$ cat config.mk
export PLATFORM = sky130hd
export DESIGN_NAME = multicycle_controller
export DESIGN_NICKNAME = d
export VERILOG_FILES = /design/src/rtl/riscv_defs.sv /design/src/rtl/multicycle_controller.sv
export SDC_FILE = /design/constraint.sdc
export NUM_CORES = 1
export LEC_CHECK = 0
export BUFFER_PORTS_ARGS = -buffer_cell sky130_fd_sc_hd__clkbuf_2
export CAP_MARGIN = 30
export CORE_AREA = 2 2 44 46
export DETAILED_ROUTE_END_ITERATION = 8
export DIE_AREA = 0 0 46 48
export GPL_ROUTABILITY_DRIVEN = 0
export PLACE_DENSITY = 0.76
export SYNTH_ARGS = -nofsm -noshare
export SYNTH_HDL_FRONTEND = slang
export SYNTH_SLANG_ARGS = --single-unit
$ cat constraint.sdc
create_clock -name clk -period 1.8 [get_ports clk]
set_clock_uncertainty 0.15 [all_clocks]
set_input_delay 0.18 -clock clk [delete_from_list [all_inputs] [get_ports clk]]
set_output_delay 0.18 -clock clk [all_outputs]
set_load 0.03 [all_outputs]
$ cat src/rtl/riscv_defs.sv
// Shared definitions for the multicycle RISC-V control path: FSM states,
// opcodes, datapath select encodings and ALU_op codes (also used by ALUDecoder).
package riscv_defs;

  localparam int unsigned STATE_W = 4;
  localparam int unsigned OP_W    = 7;
  localparam int unsigned F3_W    = 3;
  localparam int unsigned SEL_W   = 2;
  localparam int unsigned IMM_W   = 3;

  typedef enum logic [STATE_W-1:0] {
    S_FETCH     = 4'd0,
    S_DECODE    = 4'd1,
    S_MEM_ADR   = 4'd2,
    S_MEM_READ  = 4'd3,
    S_MEM_WB    = 4'd4,
    S_MEM_WRITE = 4'd5,
    S_EXEC_R    = 4'd6,
    S_EXEC_I    = 4'd7,
    S_ALU_WB    = 4'd8,
    S_BRANCH    = 4'd9,
    S_JAL       = 4'd10,
    S_LUI       = 4'd11
  } state_t;

  // Opcodes
  localparam logic [OP_W-1:0] OP_R      = 7'b0110011;
  localparam logic [OP_W-1:0] OP_I_ALU  = 7'b0010011;
  localparam logic [OP_W-1:0] OP_LW     = 7'b0000011;
  localparam logic [OP_W-1:0] OP_SW     = 7'b0100011;
  localparam logic [OP_W-1:0] OP_BRANCH = 7'b1100011;
  localparam logic [OP_W-1:0] OP_JAL    = 7'b1101111;
  localparam logic [OP_W-1:0] OP_LUI    = 7'b0110111;

  // Branch funct3
  localparam logic [F3_W-1:0] F3_BEQ = 3'b000;
  localparam logic [F3_W-1:0] F3_BNE = 3'b001;

  // result_src encodings
  localparam logic [SEL_W-1:0] RES_ALU_OUT    = 2'b00;
  localparam logic [SEL_W-1:0] RES_DATA       = 2'b01;
  localparam logic [SEL_W-1:0] RES_ALU_RESULT = 2'b10;
  localparam logic [SEL_W-1:0] RES_IMM        = 2'b11;

  // ALU_src_A encodings
  localparam logic [SEL_W-1:0] SRC_A_PC     = 2'b00;
  localparam logic [SEL_W-1:0] SRC_A_OLD_PC = 2'b01;
  localparam logic [SEL_W-1:0] SRC_A_REG    = 2'b10;

  // ALU_src_B encodings
  localparam logic [SEL_W-1:0] SRC_B_REG  = 2'b00;
  localparam logic [SEL_W-1:0] SRC_B_IMM  = 2'b01;
  localparam logic [SEL_W-1:0] SRC_B_FOUR = 2'b10;

  // ALU_op codes shared with ALUDecoder
  localparam logic [SEL_W-1:0] ADD_ANYWAY = 2'b00;
  localparam logic [SEL_W-1:0] SUB_ANYWAY = 2'b01;
  localparam logic [SEL_W-1:0] R_TYPE     = 2'b10;
  localparam logic [SEL_W-1:0] I_TYPE     = 2'b11;

  // imm_src encodings
  localparam logic [IMM_W-1:0] IMM_I = 3'b000;
  localparam logic [IMM_W-1:0] IMM_S = 3'b001;
  localparam logic [IMM_W-1:0] IMM_B = 3'b010;
  localparam logic [IMM_W-1:0] IMM_J = 3'b011;
  localparam logic [IMM_W-1:0] IMM_U = 3'b100;

  // True for every opcode the controller knows how to sequence
  function automatic logic op_supported(input logic [OP_W-1:0] op);
    return (op == OP_R)  || (op == OP_I_ALU)  || (op == OP_LW) ||
           (op == OP_SW) || (op == OP_BRANCH) || (op == OP_JAL) ||
           (op == OP_LUI);
  endfunction

endpackage

$ cat src/rtl/multicycle_controller.sv
// Main control FSM of the multicycle RISC-V core: sequences each instruction
// through fetch/decode/execute/memory/writeback and drives datapath controls.
import riscv_defs::*;

module multicycle_controller (
  input  logic                   clk,
  input  logic                   rst,
  input  logic [OP_W-1:0]        op,
  input  logic [F3_W-1:0]        f3,
  input  logic                   zero,
  output logic                   PC_write,
  output logic                   adr_src,
  output logic                   mem_write,
  output logic                   IR_write,
  output logic                   reg_write,
  output logic [SEL_W-1:0]       result_src,
  output logic [SEL_W-1:0]       ALU_src_A,
  output logic [SEL_W-1:0]       ALU_src_B,
  output logic [SEL_W-1:0]       ALU_op,
  output logic [IMM_W-1:0]       imm_src,
  output logic                   illegal_op
);

  state_t state;
  state_t state_next;

  // State register; reset drops straight back to FETCH
  always_ff @(posedge clk or posedge rst) begin
    if (rst) state <= S_FETCH;
    else     state <= state_next;
  end

  // Next-state sequencing; unknown states recover to FETCH
  always_comb begin
    state_next = S_FETCH;
    case (state)
      S_FETCH:  state_next = S_DECODE;
      S_DECODE: begin
        case (op)
          OP_LW, OP_SW: state_next = S_MEM_ADR;
          OP_R:         state_next = S_EXEC_R;
          OP_I_ALU:     state_next = S_EXEC_I;
          OP_BRANCH:    state_next = S_BRANCH;
          OP_JAL:       state_next = S_JAL;
          OP_LUI:       state_next = S_LUI;
          default:      state_next = S_FETCH;
        endcase
      end
      S_MEM_ADR:   state_next = (op == OP_SW) ? S_MEM_WRITE : S_MEM_READ;
      S_MEM_READ:  state_next = S_MEM_WB;
      S_MEM_WB:    state_next = S_FETCH;
      S_MEM_WRITE: state_next = S_FETCH;
      S_EXEC_R:    state_next = S_ALU_WB;
      S_EXEC_I:    state_next = S_ALU_WB;
      S_ALU_WB:    state_next = S_FETCH;
      S_BRANCH:    state_next = S_FETCH;
      S_JAL:       state_next = S_ALU_WB;
      S_LUI:       state_next = S_FETCH;
      default:     state_next = S_FETCH;
    endcase
  end

  // Moore control outputs (branch PC_write also looks at f3/zero); enables held low in reset
  always_comb begin
    PC_write   = 1'b0;
    adr_src    = 1'b0;
    mem_write  = 1'b0;
    IR_write   = 1'b0;
    reg_write  = 1'b0;
    illegal_op = 1'b0;
    result_src = RES_ALU_OUT;
    ALU_src_A  = SRC_A_PC;
    ALU_src_B  = SRC_B_REG;
    ALU_op     = ADD_ANYWAY;
    case (state)
      S_FETCH: begin
        IR_write   = 1'b1;
        PC_write   = 1'b1;
        ALU_src_B  = SRC_B_FOUR;
        result_src = RES_ALU_RESULT;
      end
      S_DECODE: begin
        // branch/jal target is precomputed here into ALU_out
        ALU_src_A  = SRC_A_OLD_PC;
        ALU_src_B  = SRC_B_IMM;
        illegal_op = ~op_supported(op);
      end
      S_MEM_ADR: begin
        ALU_src_A = SRC_A_REG;
        ALU_src_B = SRC_B_IMM;
      end
      S_MEM_READ: begin
        adr_src = 1'b1;
      end
      S_MEM_WB: begin
        result_src = RES_DATA;
        reg_write  = 1'b1;
      end
      S_MEM_WRITE: begin
        adr_src   = 1'b1;
        mem_write = 1'b1;
      end
      S_EXEC_R: begin
        ALU_src_A = SRC_A_REG;
        ALU_op    = R_TYPE;
      end
      S_EXEC_I: begin
        ALU_src_A = SRC_A_REG;
        ALU_src_B = SRC_B_IMM;
        ALU_op    = I_TYPE;
      end
      S_ALU_WB: begin
        reg_write = 1'b1;
      end
      S_BRANCH: begin
        ALU_src_A = SRC_A_REG;
        ALU_op    = SUB_ANYWAY;
        PC_write  = ((f3 == F3_BEQ) &  zero) |
                    ((f3 == F3_BNE) & ~zero);
      end
      S_JAL: begin
        // PC takes the target from ALU_out while ALU computes old_PC+4 for rd
        ALU_src_A = SRC_A_OLD_PC;
        ALU_src_B = SRC_B_FOUR;
        PC_write  = 1'b1;
      end
      S_LUI: begin
        result_src = RES_IMM;
        reg_write  = 1'b1;
      end
      default: ;
    endcase
    if (rst) begin
      PC_write   = 1'b0;
      mem_write  = 1'b0;
      IR_write   = 1'b0;
      reg_write  = 1'b0;
      illegal_op = 1'b0;
    end
  end

  // Immediate format straight from the opcode, independent of state
  always_comb begin
    imm_src = IMM_I;
    case (op)
      OP_LW, OP_I_ALU: imm_src = IMM_I;
      OP_SW:           imm_src = IMM_S;
      OP_BRANCH:       imm_src = IMM_B;
      OP_JAL:          imm_src = IMM_J;
      OP_LUI:          imm_src = IMM_U;
      default:         imm_src = 3'b000;
    endcase
  end

endmodule
# Word-level counts from Yosys, hierarchy flattened
# Cells that the tools add are included.
[classes]
shifts = 0
magnitude_cmp = 0
muxes = 19
addsub = 0
bitwise = 5
n_eq_ne = 19
n_reduce_logical = 16
multipliers = 0
div_mod_pow = 0
[op_table]
columns = ["operator", "count"]
rows = [
  ["one-hot mux 4 bit (6 select lines)", 1],
  ["equality test 7 x 6 -> 1 bit (second input constant)", 3],
  ["one-hot mux 4 bit (5 select lines)", 1],
  ["equality test 4 x 3 -> 1 bit (second input constant)", 4],
  ["equality test 4 bit (second input constant)", 4],
  ["equality test 7 bit (second input constant)", 2],
  ["one-hot mux 2 bit (3 select lines)", 2],
  ["one-hot mux 3 bit (4 select lines)", 1],
  ["2-to-1 mux 1 bit", 10],
  ["OR reduction 3 bit", 3],
  ["equality test 4 x 2 -> 1 bit (second input constant)", 2],
  ["one-hot mux 2 bit (2 select lines)", 2],
  ["OR reduction 2 bit", 4],
  ["equality test 7 x 2 -> 1 bit (second input constant)", 1],
  ["equality test 7 x 5 -> 1 bit (second input constant)", 1],
  ["logical OR 1 bit", 6],
  ["equality test 4 x 1 -> 1 bit (second input constant)", 1],
  ["logical NOT 4 bit", 1],
  ["OR reduction 4 bit", 1],
  ["equality test 3 x 1 -> 1 bit (second input constant)", 1],
  ["logical NOT 3 bit", 1],
  ["2-to-1 mux 3 bit", 1],
  ["AND 1 bit", 2],
  ["inverter 1 bit", 2],
  ["other kinds (2)", 2],
]
[word_totals]
word_cells = 60
mem_bits_ro = 0
n_memories = 0
output_inout_bits = 17
ff_bits = 4
ram_bits = 0
latch_bits = 0
input_bits = 13

# Depth between registers and ports, before layout
[depth]
ltp_word = 10
depth_mapped = 6

# Worst setup path before layout
# Ideal clock, no wire load.
[synth_path]
path_type = "reg2out"
from = "register state[0]"
to = "output port IR_write"
arrival_time_ps = 1746
path_slack_ps = -276
n_path_buf = 2
path_stages_with_launch = 4
cell_sequence = "dfrtp_1 > clkbuf_1 > clkbuf_1 > nor4_1"
[synth_between]
elab_chain_len = 3
[synth_rtl]
columns = ["element", "line", "source"]
rows = [
  ["from (decl)", "multicycle_controller.sv:24", "state_t state;"],
  ["from (signal assigned)", "multicycle_controller.sv:30", "else state <= state_next;"],
  ["logical NOT 4 bit", "multicycle_controller.sv:75", "case (state)"],
  ["2-to-1 mux 1 bit", "multicycle_controller.sv:75", ""],
  ["2-to-1 mux 1 bit", "multicycle_controller.sv:133", "if (rst) begin"],
  ["to (decl)", "multicycle_controller.sv:14", "output logic IR_write,"],
]
# Every way passes these cells.

# Final worst setup path
[layout_path]
from = "register state[3]"
to = "output port illegal_op"
[layout_between]
elab_chain_len = 3
[layout_rtl]
columns = ["element", "line", "source"]
rows = [
  ["equality test 4 x 1 -> 1 bit", "multicycle_controller.sv:75", ""],
  ["2-to-1 mux 1 bit", "multicycle_controller.sv:75", ""],
  ["2-to-1 mux 1 bit", "multicycle_controller.sv:133", ""],
  ["to (decl)", "multicycle_controller.sv:21", "output logic illegal_op"],
]
# Every way passes these cells.

==> impl_metrics.py <==
metrics = {
    "synthesis": {
        "yosys.area.top_type_share_pct": 15.6,
        "ys_seq_elements": 4,
        "syn-num-nets": 112,
        "ys.flop_type": "dfrtp_1",
        "synthArstFlopShare_pct": 100,
        "ys_top_cells_by_area": "dfrtp_1, nor3_1, nor2_1",
        "syn_inst": 99,
        "yosysWarnings": 0,
        "yosys.cell_count.top_type": "nor2_1",
        "ys_types": 43,
        "ys_seq_area_share_pct": 15.6,
        "synth_area_per_cell_sq_um": 6.48,
        "ys_top_cells_by_count": "nor2_1, nor3_1, nand2_1",
        "synth_area_leader_cell": "dfrtp_1",
        "synth_edf_count": 0,
        "netlist_area_sq_um": 642,
    },
    "clock_tree": {
        "clkSinkCount": 4,
        "cts_tree": "yes",
        "cts_htree_levels": 1,
        "clk_latency_ns": 0.23,
        "path_clk_slew_ns": 0.04,
        "clockBufferDepth": 2,
        "cts_buffers": 3,
        "cts_root_buf": "clkbuf_4",
    },
    "critical_path": {
        "reg2regPathDepth": 4,
        "cp-start-kind": "flop",
        "worstPathCellList": "or2_4 > nor3_2 > o21ai_1 > a41oi_2 > clkbuf_8",
        "crit_slowest_cell": "dfrtp_2",
        "worst_ep_required_time_ns": 1.47,
        "critPathBufInv": 1,
        "path_max_fanout": 8,
        "r2r_setup_slack_ns": 0.17,
        "end_kind": "output port",
        "worstReg2RegStart": "state[3]",
        "worst_ep_arrival_time_ns": 1.47,
        "crit_type": "reg2out",
        "r2r-end": "state[0]",
        "max_stage_delay_ns": 0.45,
        "critPathTopFamily": "flip-flops",
    },
    "grt": {
        "grt_usage_pct": 17.9,
        "grt_pass1_wl_um": 2930,
        "antenna_found_initial": 0,
        "grt.overflow.total": 0,
        "grt_start_max_net_pins": 12,
        "grt_pass1_vias": 718,
    },
    "cells_and_area": {
        "fill_cells": 150,
        "diodes": 0,
        "reg_top3": "state (4)",
        "fin_cells": 155,
        "nNetsFinal": 153,
        "top_register": "state",
        "largest_reg_flops": 4,
        "area_delta_synth_final_pct": 59.5,
        "drive_gt1_share_pct": 46.4,
    },
    "power": {
        "vdd_drop_max_mv": 0.501,
        "power.density_nw_per_um2": 1320,
        "p_leak_nw": 0.457,
        "p_total_mw": 1.35,
        "power_frac_clock_pct": 8.0,
        "p_int_uw": 672,
        "sw_frac_of_total_pct": 50.2,
        "power_frac_seq_pct": 11.3,
        "switching_power_uw": 676,
        "combPwrFrac_pct": 80.6,
    },
    "die": {
        "die_area_sq_um": 2210,
        "num_io_pins": 30,
        "row_count": 15,
        "die_w_um": 46,
        "core_area_sq_um": 1690,
        "fp.dieH_um": 48,
        "initial_core_util_pct": 38.0,
    },
    "placement": {
        "pre_cts_slack_ns": 0.144,
        "place_inst": 143,
        "dp_hpwl_um": 1330,
        "io_buffers": 29,
    },
    "sta": {
        "post-route-min-period_ns": 1.80,
        "max_slew_margin_pct": 75.5,
        "final.setup.worst_slack_ns": -0.00424,
        "slew_viol_final": 0,
        "rsz0062_at_grt": "yes",
        "max_slew.worst_pin.slew_ns": 0.363,
        "max_freq_mhz": 554,
        "hold_violations": 0,
        "setup_viol": 1,
        "fin_setup_tns_ns": -0.00424,
        "min_period_over_period_pct": 100,
    },
    "worst_hold_path": {
        "worstHoldStart": "op[3]",
        "hold_path_depth": 3,
        "hp-class": "in2reg",
        "holdPathEnd": "state[0]",
    },
    "run_status": {
        "run_status": "finished with violations",
        "violations": "setup timing",
    },
    "drt": {
        "routed_via_density": 5.47,
        "drt.antenna.violating_nets": 0,
        "routed_wirelength_um": 1900,
        "num_vias": 848,
        "wire_per_inst_um": 12.3,
        "drtIter0Drc": 12,
        "first_pass_iters": 4,
        "drc": 0,
    },
    "job": {
        "cap_violations": 0,
    },
}
tightest hold or removal path, cell delays in order:
cell and delay (ns):
clkbuf_2 0.17, or4_1 0.14, o22ai_1 0.06
kinds of logic (layout without fill, tap and decap cells):
| group | count (synthesis) | after routing | synth area share (%) |
|---|---|---|---|
| xor gates and xnor gates | 3 | 3 | 4.09 |
| buffers and inverters | 12 | 51 | 8.58 |
| AOI/OAI and AO/OA | 21 | 21 | 21.6 |
| muxes | 1 | 1 | 1.56 |
| DFF | 4 | 4 | 15.6 |
| and+or+nand+nor | 58 | 58 | 48.5 |
cells in the final DEF (no fill, tap or decap), types with 2 or more instances in the layout:
| master | instances |
|---|---|
| clkbuf_2 | 22 |
| buf_4 | 14 |
| nor2_1 | 12 |
| nand2_1 | 9 |
| nor3_1 | 9 |
| nand3_1 | 4 |
| a21oi_1 | 3 |
| nand2b_4 | 3 |
| o21ai_0 | 3 |
| clkbuf_4 | 3 |
| clkbuf_8 | 3 |
| buf_6 | 3 |
| dfrtp_2 | 3 |
| nor2b_1 | 2 |
| inv_1 | 2 |
| nand2b_1 | 2 |
| nand3b_1 | 2 |
| xor2_1 | 2 |
| a21oi_2 | 2 |
| nor3_2 | 2 |
| buf_2 | 2 |
per-layer routing:
| metal | up-vias | part of all wire, % | global-route usage [%] |
|---|---|---|---|
| met5 | - | 0 | 0 |
| met4 | 0 | 0 | 8.57 |
| met2 | 21 | 54 | 34.4 |
| met1 | 395 | 43 | 20.5 |
| met3 | 0 | 3.5 | 0 |
| li1 | 432 | - | - |
cell type report:
type	instances	area [sq um]	share of cell area, %
repair buffers	45	310	30.3
well taps	17	21.3	2.08
flip-flops and latches	4	104	10.1
clock buffers	3	22.5	2.20
inverters	3	11.3	1.10
multi-input cells	83	554	54.2
power groups by stage:
stage               Sequential (mW)  Clock [mW]  Combinational [mW]
global placement              0.149           0               0.849
global route                  0.159       0.115                1.16
floorplan                     0.124           0               0.658
detailed placement            0.153           0               0.861
CTS                           0.151       0.112                1.02
finish                        0.153       0.108                1.09
per-stage QoR:
| step | instance area (sq um) | utilization [%] | hold WS [ns] |
|---|---|---|---|
| after floorplan | 669 | - | -0.204 |
| after global placement | 845 | 50.0 | -0.00481 |
| final | 1020 | 60.6 | 0.214 |
| after detailed placement | 845 | 50.0 | -0.00523 |
| after CTS | 985 | 58.3 | 0.202 |
| after global routing | 1020 | 60.6 | 0.234 |
worst max path at each step:
stage	depth (start not counted)	slack, ns	endpoint	from
CTS	5	-0.04	illegal_op	state[2]
global placement	5	0.17	illegal_op	state[0]
global route	5	-0.08	illegal_op	state[3]
finish	5	-0.004	illegal_op	state[3]
floorplan	3	-0.09	result_src[0]	state[0]
detailed placement	5	0.14	illegal_op	state[0]
what timing repair did:
action | in CTS | in global routing
pin swaps | 3 | 2
buffers inserted | 6 | 2
gates cloned | 0 | 0
gates resized for setup | 17 | 11
endpoints found under the setup margin | 6 | 7
hold buffers | 1 | 0
hold endpoints to repair | 4 | 0
Note: power is estimated with default switching activity, not from simulation.
